===== src/rtl/regfile_dump_reader.sv =====
// Read-side dump sequencer for the 16x16 register file: fetches two registers
// per cycle through both read ports and streams {index, value} over valid/ready.
module regfile_dump_reader #(
    parameter int ADDR_W = 4,
    parameter int DATA_W = 16
) (
    input  logic              clk,
    input  logic              rst,
    input  logic              start,
    input  logic [ADDR_W-1:0] first_reg,
    input  logic [ADDR_W-1:0] last_reg,
    output logic [ADDR_W-1:0] readReg1,
    output logic [ADDR_W-1:0] readReg2,
    input  logic [DATA_W-1:0] readData1,
    input  logic [DATA_W-1:0] readData2,
    output logic              out_valid,
    input  logic              out_ready,
    output logic [DATA_W-1:0] out_data,
    output logic [ADDR_W-1:0] out_addr,
    output logic              busy,
    output logic              done
);

    localparam int CNT_W = ADDR_W + 1;
    localparam logic [ADDR_W-1:0] ADDR_ONE = ADDR_W'(32'd1);
    localparam logic [ADDR_W-1:0] ADDR_TWO = ADDR_W'(32'd2);
    localparam logic [CNT_W-1:0]  CNT_ONE  = CNT_W'(32'd1);
    localparam logic [CNT_W-1:0]  CNT_TWO  = CNT_W'(32'd2);

    typedef enum logic [2:0] {
        S_IDLE  = 3'd0,
        S_FETCH = 3'd1,
        S_SEND0 = 3'd2,
        S_SEND1 = 3'd3,
        S_DONE  = 3'd4
    } state_t;

    state_t              state_q, state_d;
    logic [ADDR_W-1:0]   ptr_q, ptr_d;
    logic [CNT_W-1:0]    rem_q, rem_d;
    logic [ADDR_W-1:0]   buf1_addr_q, buf1_addr_d;
    logic [DATA_W-1:0]   buf1_data_q, buf1_data_d;
    logic                buf1_vld_q, buf1_vld_d;
    logic [ADDR_W-1:0]   out_addr_q, out_addr_d;
    logic [DATA_W-1:0]   out_data_q, out_data_d;
    logic                out_valid_q, out_valid_d;
    logic [ADDR_W-1:0]   rd1_q, rd1_d;
    logic [ADDR_W-1:0]   rd2_q, rd2_d;
    logic                busy_q, busy_d;
    logic                done_q, done_d;
    logic [ADDR_W-1:0]   diff_s;
    logic [CNT_W-1:0]    len_s;
    logic                hs_s;

    // Range length wraps mod 16, so first==last is one register and 0..15 is sixteen.
    assign diff_s = last_reg - first_reg;
    assign len_s  = {1'b0, diff_s} + CNT_ONE;
    assign hs_s   = out_valid_q && out_ready;

    // Next-state and next-output computation for the dump sequencer.
    always_comb begin
        state_d     = state_q;
        ptr_d       = ptr_q;
        rem_d       = rem_q;
        buf1_addr_d = buf1_addr_q;
        buf1_data_d = buf1_data_q;
        buf1_vld_d  = buf1_vld_q;
        out_addr_d  = out_addr_q;
        out_data_d  = out_data_q;
        out_valid_d = out_valid_q;
        rd1_d       = rd1_q;
        rd2_d       = rd2_q;
        busy_d      = busy_q;
        done_d      = 1'b0;
        case (state_q)
            S_IDLE: begin
                if (start) begin
                    ptr_d   = first_reg;
                    rem_d   = len_s;
                    rd1_d   = first_reg;
                    rd2_d   = first_reg + ADDR_ONE;
                    busy_d  = 1'b1;
                    state_d = S_FETCH;
                end else begin
                    state_d = S_IDLE;
                end
            end
            S_FETCH: begin
                out_addr_d  = ptr_q;
                out_data_d  = readData1;
                out_valid_d = 1'b1;
                if (rem_q >= CNT_TWO) begin
                    buf1_addr_d = ptr_q + ADDR_ONE;
                    buf1_data_d = readData2;
                    buf1_vld_d  = 1'b1;
                    ptr_d       = ptr_q + ADDR_TWO;
                end else begin
                    buf1_vld_d  = 1'b0;
                    ptr_d       = ptr_q + ADDR_ONE;
                end
                state_d = S_SEND0;
            end
            S_SEND0: begin
                if (hs_s) begin
                    rem_d = rem_q - CNT_ONE;
                    if (buf1_vld_q) begin
                        out_addr_d = buf1_addr_q;
                        out_data_d = buf1_data_q;
                        state_d    = S_SEND1;
                    end else if (rem_q == CNT_ONE) begin
                        out_valid_d = 1'b0;
                        busy_d      = 1'b0;
                        done_d      = 1'b1;
                        state_d     = S_DONE;
                    end else begin
                        out_valid_d = 1'b0;
                        rd1_d       = ptr_q;
                        rd2_d       = ptr_q + ADDR_ONE;
                        state_d     = S_FETCH;
                    end
                end else begin
                    state_d = S_SEND0;
                end
            end
            S_SEND1: begin
                if (hs_s) begin
                    rem_d       = rem_q - CNT_ONE;
                    out_valid_d = 1'b0;
                    buf1_vld_d  = 1'b0;
                    if (rem_q == CNT_ONE) begin
                        busy_d  = 1'b0;
                        done_d  = 1'b1;
                        state_d = S_DONE;
                    end else begin
                        rd1_d   = ptr_q;
                        rd2_d   = ptr_q + ADDR_ONE;
                        state_d = S_FETCH;
                    end
                end else begin
                    state_d = S_SEND1;
                end
            end
            S_DONE: begin
                state_d = S_IDLE;
            end
            default: begin
                out_valid_d = 1'b0;
                busy_d      = 1'b0;
                state_d     = S_IDLE;
            end
        endcase
    end

    // State and output registers; reset returns everything to zero/IDLE at once.
    always_ff @(posedge clk or negedge rst) begin
        if (!rst) begin
            state_q     <= S_IDLE;
            ptr_q       <= '0;
            rem_q       <= '0;
            buf1_addr_q <= '0;
            buf1_data_q <= '0;
            buf1_vld_q  <= 1'b0;
            out_addr_q  <= '0;
            out_data_q  <= '0;
            out_valid_q <= 1'b0;
            rd1_q       <= '0;
            rd2_q       <= '0;
            busy_q      <= 1'b0;
            done_q      <= 1'b0;
        end else begin
            state_q     <= state_d;
            ptr_q       <= ptr_d;
            rem_q       <= rem_d;
            buf1_addr_q <= buf1_addr_d;
            buf1_data_q <= buf1_data_d;
            buf1_vld_q  <= buf1_vld_d;
            out_addr_q  <= out_addr_d;
            out_data_q  <= out_data_d;
            out_valid_q <= out_valid_d;
            rd1_q       <= rd1_d;
            rd2_q       <= rd2_d;
            busy_q      <= busy_d;
            done_q      <= done_d;
        end
    end

    assign readReg1  = rd1_q;
    assign readReg2  = rd2_q;
    assign out_valid = out_valid_q;
    assign out_data  = out_data_q;
    assign out_addr  = out_addr_q;
    assign busy      = busy_q;
    assign done      = done_q;

endmodule


===== config.mk =====
export PLATFORM = sky130hd
export DESIGN_NAME = regfile_dump_reader
export DESIGN_NICKNAME = d
export VERILOG_FILES = /design/src/rtl/regfile_dump_reader.sv
export SDC_FILE = /design/constraint.sdc
export NUM_CORES = 1
export LEC_CHECK = 0
export ABC_CLOCK_PERIOD_IN_PS = 2000
export CORE_ASPECT_RATIO = 0.75
export CORE_MARGIN = 2
export CORE_UTILIZATION = 50
export DETAILED_ROUTE_END_ITERATION = 12
export PLACE_DENSITY_LB_ADDON = 0.05
export SLEW_MARGIN = 10
export SYNTH_ARGS = -nofsm -noshare
export SYNTH_HDL_FRONTEND = slang
export SYNTH_SLANG_ARGS = --single-unit

===== constraint.sdc =====
create_clock -name clk -period 2 [get_ports clk]
set_input_delay 0.4 -clock clk [delete_from_list [all_inputs] [get_ports clk]]
set_output_delay 0.4 -clock clk [all_outputs]
set_load 0.02 [all_outputs]

; ---- Word level (Yosys, flattened, before mapping)
; Cells that the tools add are included.
[classes]
muxes = 46
addsub = 6
n_reduce_logical = 18
n_bitwise = 2
eq_ne = 11
n_lt_le_gt_ge = 1
[op_table]
columns = operator, count
row1 = 2-to-1 mux 4 bit, 13
row2 = 2-to-1 mux 16 bit, 2
row3 = case mux 16 bit (2 select lines), 1
row4 = case mux 4 bit (3 select lines), 2
row5 = case mux 4 bit (2 select lines), 2
row6 = 2-to-1 mux 1 bit, 14
row7 = 2-to-1 mux 3 bit, 4
row8 = case mux 3 bit (4 select lines), 1
row9 = 2-to-1 mux 5 bit, 2
row10 = "!= test 2 bit, second input constant", 5
row11 = case mux 5 bit (2 select lines), 1
row12 = AND reduction 5 bit, 2
row13 = "adder 4 x 1 -> 4 bit, second input constant", 2
row14 = case mux 1 bit (4 select lines), 2
row15 = nonzero test 2 bit, 4
row16 = "equality test 3 x 2 -> 1 bit, second input constant", 2
row17 = AND reduction 2 bit, 3
row18 = AND reduction 3 bit, 2
row19 = OR reduction 2 bit, 3
row20 = "adder 4 x 1 -> 5 bit, second input constant", 1
row21 = "equality test 5 x 1 -> 1 bit, second input constant", 1
row22 = "greater-or-equal comparator 5 x 2 -> 1 bit, second input constant", 1
row23 = "subtractor 5 x 1 -> 5 bit, second input constant", 1
row24 = "adder 4 x 2 -> 4 bit, second input constant", 1
row25 = other kinds (10), 12
[word_totals]
reg_bits = 64
input_bits = 44

; ---- Logic depth before layout (Yosys ltp)
[depth]
ltp_word = 5
ltp_mapped = 8
ltp_nobuf = 8

; ---- Worst setup path before layout
; Ideal clock, no wire load.
[synth_timing]
kind = input to register
from = input last_reg[0]
to = register rem_q[3]
setup_ns = 0.126
setup_slack_ns = 0.032
path_stages = 8
arrival_time_ns = 1.842
path_cell_list = inv_1 > ha_1 > inv_1 > fa_1 > xnor2_1 > nand3b_1 > xnor3_1 > a221o_1
[synth_via]
elab_chain_cells = 4
[synth_rtl]
columns = item, line_no
row1 = "start, declared", 11  ; input logic [ADDR_W-1:0] last_reg,
row2 = subtractor 4 bit, 56  ; assign diff_s = last_reg - first_reg;
row3 = adder 4 x 1 -> 5 bit, 57  ; assign len_s = {1'b0, diff_s} + CNT_ONE;
row4 = 2-to-1 mux 5 bit, 77  ; if (start) begin
row5 = case mux 5 bit (2 select lines), 75  ; case (state_q)
row6 = "end signal, assigned", 173  ; rem_q <= rem_d;
row7 = "end, declared", 40  ; logic [CNT_W-1:0] rem_q, rem_d;
; No other way between the ends. The select of a mux whose other input is x is not followed.
; A chain may end at the register's enable or synchronous reset.

; ---- Final worst setup path
[layout_timing]
from = input first_reg[1]
to = register rem_q[3]
[layout_via]
elab_chain_cells = 4
[layout_rtl]
columns = item, line_no
row1 = "start, declared", 10  ; input logic [ADDR_W-1:0] first_reg,
row2 = subtractor 4 bit, 56
row3 = adder 4 x 1 -> 5 bit, 57
row4 = 2-to-1 mux 5 bit, 77
row5 = case mux 5 bit (2 select lines), 75
; No other way between the ends. The select of a mux whose other input is x is not followed.

==> reports/qor.txt <==
Outcome -> completed
Ys Warns -> 0
Reg power frac -> 0.331
Clock network power share -> 0.157
Clock tree buffer depth -> 2
MaxCap Viol Count -> 0
WL final -> 7560 um
P_int -> 0.00449 W
#FFs+latches synth -> 64
Dpl hpwl -> 5400 um
Remaining DRCs -> 0
WP buf/inv -> 2
Register-to-Register Path Depth -> 6
Worst vdd ir -> 0.891 mV
Placed Area -> 4380 um2
Hold endpoint -> buf1_data_q[2]$_DFFE_PN0P_
Clock transition at path regs -> 70 ps
Crit path capture type -> flip-flop
Largest family of logic cells by synthesized area -> multiplexers
Finish-stage setup viols -> 0
Syn avg cell area -> 12.2 um2
Final Skew -> 12.2 ps
Fin cells -> 464
LEAKAGE -> 2.04 nW
Period minus WS final -> 1910 ps
Worst R2R Setup Slack -> 110 ps
Vias in the first global route -> 2,533
Antenna cells -> 0
DP Cell Count -> 445
Worst-Skew Late Latency -> 350 ps
DR vias -> 2,481
First-pass GRT wire length -> 12,500 um
Routed Antenna Nets -> 0
Commonest register cell after synthesis -> dfrtp_1
Commonest non-fill, non-tap cells in the layout -> clkdlybuf4s50_1, dfrtp_1, mux2_1
Async S/R FF share, synth -> 1.00
Max Clk Rate -> 525 MHz
Gate power share -> 0.512
Synth Area in Compound Gates -> 0.0853
Final Hold Vio Count -> 0
Fin nets -> 433
Post-synthesis xor/xnor area fraction -> 0.0275
Cell Area, Synth -> 3370 um2
Iter 0 DRT Violations -> 97
Initial antenna violation count -> 0
Routed vias/inst -> 5.35
CTS tree -> done
Synth Area in Simple Gates -> 0.0872
Crit path launch type -> input pin
Slowest stage delay, CP -> 480 ps
Switch share -> 0.373
Family with the most delay on the worst path -> buffers and inverters
Die height -> 75.1 um
RSZ-0062 raised after global routing -> no
Core Area -> 6410 um2
Synth Net Count -> 331
H-tree levels -> 3
Post-Synth Adder-Cell Area -> 0.0430
# rows -> 25
CP Data Required Time -> 2230 ps
Worst setup path class -> input pin to flip-flop
R2r startpoint -> rem_q[0]$_DFFE_PN0P_
Worst-path fanout max -> 2
Placer Congestion -> 0.840
Starting Density -> 0.526
Cells after synthesis -> 276
Net switching power -> 0.00267 W
Worst-path cell chain -> clkdlybuf4s50_1 > inv_1 > ha_1 > nand2_1 > o21ai_2 > xnor3_1 > a221o_1
CTS Buf Count -> 9
Clock tree sinks -> 64
Max stage delay cell, worst path -> clkdlybuf4s50_1
Worst relative slew slack -> 0.705
Footprint of the multi-input gates -> 1680 um2
Worst Path Arrival -> 2140 ps
DRT Pass-1 Iters -> 4
Final Max Slew Viols -> 0
Commonest non-fill, non-tap cell in the layout -> clkdlybuf4s50_1
Largest net degree at the start of global routing -> 53
Fin crit share -> 0.953
Filler cell count in the final layout -> 475
Total grt overflow -> 0
Yosys cell types -> 53
Root Buffer -> clkbuf_8
Port-buffer cells -> 74
Die area -> 7420 um2
Power density cells -> 1550 nW/um2
Die Wd -> 98.8 um
FF+latch area -> 1600 um2
Area growth syn-to-layout -> 37.0%
Hold path depth -> 1
Proportion of synthesized area in mux cells -> 0.246
EDFF count, synth -> 0
Total Routing Usage GR -> 0.222
Reg2Reg Capture Point -> ptr_q[3]$_DFFE_PN0P_
Worst hold path class -> flip-flop to flip-flop
Routed len/inst -> 16.3 um
Sequential share of the synthesized area -> 0.475
Fin area -> 4620 um2
Worst Min Path Start -> buf1_data_q[2]$_DFFE_PN0P_
Io pins -> 75
Layout cell share with drive strength beyond 1 -> 0.240
Worst-margin pin slew -> 443 ps
==> worst register-to-register path, cell delays in order (launching register included) <==
cell and delay, ps:
dfrtp_1 350, inv_1 80, ha_1 210, or4_1 530, o311ai_1 320, mux2i_1 220, o21a_1 130
==> worst max-delay path by stage <==
stage	startpoint	endpoint	slack, ps	depth (start not counted)
after floorplan	last_reg[0]	rem_q[3]$_DFFE_PN0P_	30	8
after global placement	first_reg[0]	rem_q[3]$_DFFE_PN0P_	-400	8
after detailed placement	first_reg[2]	rem_q[3]$_DFFE_PN0P_	-510	7
after CTS	first_reg[1]	rem_q[3]$_DFFE_PN0P_	100	7
after global routing	first_reg[1]	rem_q[3]$_DFFE_PN0P_	6	7
final	first_reg[1]	rem_q[3]$_DFFE_PN0P_	90	7
==> timing repair <==
item / 4_1_cts / 5_1_grt
buffers inserted: 2 / 0
hold buffers: 1 / 0
gates resized for setup: 8 / 0
setup endpoints to repair: 1 / 0
hold endpoints to repair: 12 / 0
==> flip-flops by register name, summed over array words and instances (netlist names) <==
register,count
buf1_data_q,16
out_data,16
rem_q,5
buf1_addr_q,4
out_addr,4
ptr_q,4
readReg1,4
readReg2,4
state_q,3
buf1_vld_q,1
busy,1
done,1
out_valid,1
==> layer usage <==
layer,global-route usage,vias up,routed length (um)
met5,0,-,0
met1,0.299,1197,3490
li1,-,1198,-
met2,0.348,80,3390
met3,0.0826,6,630
met4,0.0502,0,51
==> area by class of cell <==
class / count / area share
Tap cell: 81 / 0.0219
Sequential cell: 64 / 0.347
Timing Repair Buffer: 103 / 0.214
Clock inverter: 7 / 0.0168
Clock buffer: 9 / 0.0268
Inverter: 13 / 0.0106
Multi-Input combinational cell: 187 / 0.363
==> power groups by stage <==
stage               Combinational [W]  Sequential [W]  Clock (W)
floorplan                     0.00198         0.00265          0
global placement              0.00362         0.00235          0
detailed placement            0.00366         0.00238          0
CTS                           0.00371         0.00237    0.00116
global route                  0.00400         0.00245    0.00123
finish                        0.00367         0.00237    0.00113
==> stage by stage <==
stage	TNS [ps]	util	setup WS [ps]	hold WS [ps]	power, W
floorplan	0	-	31.5	104	0.00463
global placement	-1600	0.683	-396	310	0.00597
detailed placement	-2040	0.683	-514	315	0.00604
CTS	0	0.720	99.4	486	0.00724
global route	0	0.720	5.99	503	0.00767
finish	0	0.720	94.2	482	0.00716
==> synth_stat cells (all sizes together), types with 4 or more instances <==
| cell type | n | area share |
|---|---|---|
| nand3 | 4 | 0.0059 |
| inv | 13 | 0.014 |
| nor2 | 15 | 0.017 |
| buf | 9 | 0.018 |
| nand2 | 13 | 0.017 |
| mux2 | 66 | 0.23 |
| xnor2 | 5 | 0.013 |
| mux2i | 6 | 0.018 |
| o21ai | 9 | 0.013 |
| ha | 10 | 0.037 |
| dfrtp | 64 | 0.47 |
| a21oi | 16 | 0.028 |
==> cell families (layout without fill, tap and decap cells) <==
logic type      count (synthesis)  after routing
compound gates                 44             44
buf+inv                        25            132
simple gates                   51             51
mux                            72             72
fa+ha+maj                      11             11
flops                          64             64
xor+xnor                        9              9
No activity file was read; power rests on OpenSTA's default activity.
